`src/rtl/id_ex_issue_reg.sv`:
```
// Decode-to-execute pipeline register with valid/ready handshake, load-use bubble
// insertion, branch flush and a saturating stall-cycle counter.
module id_ex_issue_reg #(
    parameter int unsigned CTRL_W           = 16,
    parameter int unsigned LOAD_USE_BUBBLES = 1,
    parameter int unsigned CNT_W            = 32
) (
    input  logic              clk,
    input  logic              rst,
    input  logic              id_valid,
    output logic              id_ready,
    input  logic [31:0]       id_pc,
    input  logic [4:0]        id_rs1_addr,
    input  logic [4:0]        id_rs2_addr,
    input  logic              id_rs1_used,
    input  logic              id_rs2_used,
    input  logic [4:0]        id_rd_addr,
    input  logic              id_wr_en,
    input  logic              id_is_load,
    input  logic [31:0]       id_op1,
    input  logic [31:0]       id_op2,
    input  logic [31:0]       id_imm,
    input  logic [CTRL_W-1:0] id_ctrl,
    input  logic              flush,
    input  logic              ex_ready,
    output logic              ex_valid,
    output logic [31:0]       ex_pc,
    output logic [4:0]        ex_rs1_addr,
    output logic [4:0]        ex_rs2_addr,
    output logic [4:0]        ex_rd_addr,
    output logic [31:0]       ex_op1,
    output logic [31:0]       ex_op2,
    output logic [31:0]       ex_imm,
    output logic [CTRL_W-1:0] ex_ctrl,
    output logic              ex_wr_en,
    output logic              ex_is_load,
    output logic [CNT_W-1:0]  stall_cycles
);

    localparam logic [1:0] BubInit = 2'(LOAD_USE_BUBBLES - 1);

    logic              valid_q;
    logic [31:0]       pc_q, op1_q, op2_q, imm_q;
    logic [4:0]        rs1_q, rs2_q, rd_q;
    logic [CTRL_W-1:0] ctrl_q;
    logic              wr_en_q, is_load_q;
    logic [1:0]        bub_q;
    logic [CNT_W-1:0]  stall_q;

    logic hazard, bub_active, ex_free, accept, stalled;

    // Only a load still in EX with a real destination can create a load-use hazard.
    always_comb begin
        hazard = valid_q && is_load_q && wr_en_q && (rd_q != 5'd0) &&
                 ((id_rs1_used && (id_rs1_addr == rd_q)) ||
                  (id_rs2_used && (id_rs2_addr == rd_q)));
        bub_active = (bub_q != 2'd0);
        ex_free    = !valid_q || ex_ready;
        id_ready   = flush || (ex_free && !hazard && !bub_active);
        accept     = id_valid && id_ready && !flush;
        stalled    = id_valid && !id_ready;
    end

    always_ff @(posedge clk) begin
        if (rst) begin
            valid_q   <= 1'b0;
            pc_q      <= '0;
            rs1_q     <= '0;
            rs2_q     <= '0;
            rd_q      <= '0;
            op1_q     <= '0;
            op2_q     <= '0;
            imm_q     <= '0;
            ctrl_q    <= '0;
            wr_en_q   <= 1'b0;
            is_load_q <= 1'b0;
            bub_q     <= 2'd0;
        end else if (flush) begin
            valid_q <= 1'b0;
            bub_q   <= 2'd0;
        end else if (ex_free) begin
            if (hazard || bub_active) begin
                valid_q <= 1'b0;
                bub_q   <= hazard ? BubInit : bub_q - 2'd1;
            end else if (accept) begin
                valid_q   <= 1'b1;
                pc_q      <= id_pc;
                rs1_q     <= id_rs1_addr;
                rs2_q     <= id_rs2_addr;
                rd_q      <= id_rd_addr;
                op1_q     <= id_op1;
                op2_q     <= id_op2;
                imm_q     <= id_imm;
                ctrl_q    <= id_ctrl;
                wr_en_q   <= id_wr_en;
                is_load_q <= id_is_load;
            end else begin
                valid_q <= 1'b0;
            end
        end
    end

    always_ff @(posedge clk) begin
        if (rst) begin
            stall_q <= '0;
        end else if (stalled && (stall_q != {CNT_W{1'b1}})) begin
            stall_q <= stall_q + CNT_W'(1);
        end
    end

    assign ex_valid     = valid_q;
    assign ex_pc        = pc_q;
    assign ex_rs1_addr  = rs1_q;
    assign ex_rs2_addr  = rs2_q;
    assign ex_rd_addr   = rd_q;
    assign ex_op1       = op1_q;
    assign ex_op2       = op2_q;
    assign ex_imm       = imm_q;
    assign ex_ctrl      = ctrl_q;
    assign ex_wr_en     = wr_en_q;
    assign ex_is_load   = is_load_q;
    assign stall_cycles = stall_q;

endmodule
```
`config.mk`:
```
export PLATFORM = sky130hd
export DESIGN_NAME = id_ex_issue_reg
export DESIGN_NICKNAME = d
export VERILOG_FILES = /design/src/rtl/id_ex_issue_reg.sv
export SDC_FILE = /design/constraint.sdc
export NUM_CORES = 1
export LEC_CHECK = 0
export ABC_CLOCK_PERIOD_IN_PS = 2400
export BUFFER_PORTS_ARGS = -buffer_cell sky130_fd_sc_hd__buf_2
export CORE_AREA = 2 2 140 142
export CTS_CLUSTER_SIZE = 40
export DETAILED_ROUTE_END_ITERATION = 7
export DIE_AREA = 0 0 142 144
export MAX_ROUTING_LAYER = met4
export PLACE_DENSITY_LB_ADDON = 0.15
export SYNTH_ARGS = -nofsm -noshare
export SYNTH_HDL_FRONTEND = slang
export SYNTH_SLANG_ARGS = --single-unit
```
`constraint.sdc`:
```
create_clock -name clk -period 2.4 [get_ports clk]
set_clock_uncertainty 0.15 [all_clocks]
set_input_delay 0.48 -clock clk [delete_from_list [all_inputs] [get_ports clk]]
set_output_delay 0.48 -clock clk [all_outputs]
set_load 0.02 [all_outputs]
```
==> results.toml <==
[sta]
max_slew_margin_pct = 62.0
rsz0062_at_grt = "true"
fin_ws_ns = 0.0109
min_period_ns = 2.39
worstMarginPinSlew_ns = 0.570
setup_viol = 0
slew_violations = 0
hold_viol_final = 0
finalCritPeriodShare_pct = 99.5
max_freq_mhz = 419

[placed_design]
port_buffers = 362
post-place-ws_ns = -0.0137
place.gp.congestion = 0.796
dp_hpwl_um = 16800

[synth]
yosys.area_share.simple_pct = 17.1
synth_compound_area_share_pct = 5.23
syn-num-nets = 942
synth_area_um2 = 7640
synthAdderAreaFrac_pct = 0.328
synth_xor_area_share_pct = 1.15
ys.flop_type = "dfxtp_1"
avgSynthCellArea_um2 = 9.89
synth_top_family_by_area = "multiplexers"
synth.yosys.warnings = 0
syn_inst = 772
async_flop_share_pct = 0
synth_seq_cells = 196
synthMuxAreaShare_pct = 21.8
synth_edf_count = 0
synth_seq_area_share_pct = 51.4
netlist-cell-type-count = 39

[clock_tree]
cts-root-buf = "clkbuf_16"
numCtsBuffers = 17
cts_buffer_depth = 2
cts.clk_slew.worst_paths_ns = 0.09
clkLatencyLatePin_ns = 0.44
clock_sinks = 196
cts_tree = "done"
htree_levels = 4

[worst_setup_path]
cp_max_fo = 4
required_ns = 1.77
cp_data_arrival_time_ns = 1.76
path_class = "reg2out"
worstSetupStartpointType = "flip-flop"
crit_path_end_kind = "output port"

[route]
finalWirelength_um = 23300
avgViaCountPerCell = 4.91
drc = 0
drt_iter0_drc = 334
drt-pass1-iter-count = 5
num_vias = 6912
antenna_left = 0
wl_per_cell_um = 16.6

[final_layout]
final_util_pct = 57.7
final_cell_mix = "360 x buf_2, 190 x dfxtp_1, 173 x nor2_1, 159 x mux2i_1, 27 x a21oi_1"
areaGrowthSynthToFinish_pct = 44.2
drive_above_1_share_pct = 40.8
nNetsFinal = 1325
mostFrequentLayoutCell = "buf_2"

[grt]
grt.overflow.total = 0
grtUsageTotal_pct = 22.0
grt_pass1_vias = 6372
antenna_found_initial = 1
grt_max_degree = 67
grt_pass1_wl_um = 34000

[pwr]
p_leak_uw = 0.00514
peakVddDrop_v = 0.000434
power_density_nw_per_um2 = 674

[floorplan]
die_h_um = 144
die_w_um = 142
dieArea_um2 = 20400
rows = 51
core_area_um2 = 19100
start_util_pct = 40.0
io_pins = 363

[status]
status = "complete, no violations"

[hold_path]
hold_path.class = "in2reg"

[flow_run]
maxCapViolations = 0
per-stage QoR:
step	hold slack [ns]	area, um^2	setup TNS (ns)	total power [uW]	instances
2_1_floorplan	0.342	7640	0	4070	772
3_5_place_dp	0.325	9950	-0.0137	4490	1355
5_1_grt	0.108	11000	-0.207	7720	1407
6_report	0.119	11000	0	7420	1407
4_1_cts	0.0989	10700	-0.0366	7450	1396
3_3_place_gp	0.317	9950	0	4470	1355
worst max-delay path: stages (launching register included):
cell and delay [ns]:
dfxtp_4 0.37, buf_4 0.14, nor3_1 0.17, a21oi_1 0.10, buf_4 0.17, a21oi_2 0.14
or2_4 0.14, buf_6 0.11
timing repair:
item | CTS | global route
cloned | 0 | 9
buffers inserted | 9 | 1
endpoints found under the setup margin | 1 | 21
pin swaps | 7 | 4
resized for setup | 18 | 12
hold buffers | 0 | 0
layout make-up:
type | count | area (um^2)
antenna | 1 | 2.50
clock buffer | 18 | 439
clock inverter | 14 | 175
fill | 1702 | 8070
inverter | 4 | 15.0
multi-input combinational | 523 | 3570
sequential | 196 | 3940
tap | 238 | 298
timing repair buffer | 413 | 2570
flip-flops by register name, summed over array words and instances, names as in the netlist:
register / count
ex_imm: 32
ex_op1: 32
ex_op2: 32
ex_pc: 32
stall_cycles: 32
ex_ctrl: 16
ex_rd_addr: 5
ex_rs1_addr: 5
ex_rs2_addr: 5
bub_q: 2
ex_is_load: 1
ex_valid: 1
ex_wr_en: 1
metal layers:
layer | track usage [%] | routed length, um
met1 | 25.6 | 9610
met2 | 36.5 | 11900
met3 | 6.95 | 1390
met4 | 6.58 | 392
met5 | - | 0
power breakdown:
group / total [uW] / internal (uW) / switching (uW)
combinational: 1010 / 462 / 547
clock: 2950 / 1450 / 1500
sequential: 3460 / 3390 / 75.5
total: 7420 / 5300 / 2120
cell families (layout without fill, tap and decap cells):
family,Yosys count,in the layout
and+or+nand+nor,278,278
DFF,196,196
muxes,166,166
AOI/OAI and AO/OA,67,67
buffers and inverters,53,449
xor gates and xnor gates,10,10
adders and majority gates,2,2
other,0,1
worst paths after layout:
check	startpoint	end	slack [ns]	cells past startpoint
max	ex_rd_addr[4]	id_ready	0.01	7
min	id_pc[15]	ex_pc[15]	0.12	3
max reg2reg	ex_rd_addr[2]	ex_imm[28]	0.11	12
min reg2reg	ex_op2[23]	ex_op2[23]	0.34	2
Yosys cell counts (2+ instances only):
cell type | count | area, um^2
a211oi_1 | 2 | 15.0
mux2i_1 | 161 | 1610
nand3_1 | 15 | 75.1
mux2_2 | 5 | 56.3
nor2b_1 | 7 | 43.8
nand4_1 | 13 | 81.3
clkbuf_1 | 25 | 93.8
nor4_1 | 3 | 18.8
nand2_1 | 13 | 48.8
dfxtp_1 | 196 | 3920
or3_1 | 13 | 81.3
a31oi_1 | 2 | 12.5
xnor2_1 | 10 | 87.6
o31ai_1 | 13 | 97.6
and3_1 | 7 | 43.8
inv_1 | 4 | 15.0
and2_1 | 3 | 18.8
nor2_1 | 173 | 649
and4_1 | 3 | 26.3
ha_1 | 2 | 25.0
or4_1 | 14 | 105
nor3_1 | 5 | 25.0
buf_2 | 23 | 115
a21oi_1 | 32 | 160
o21ai_0 | 14 | 70.1
Note: power is estimated with default switching activity, not from simulation.
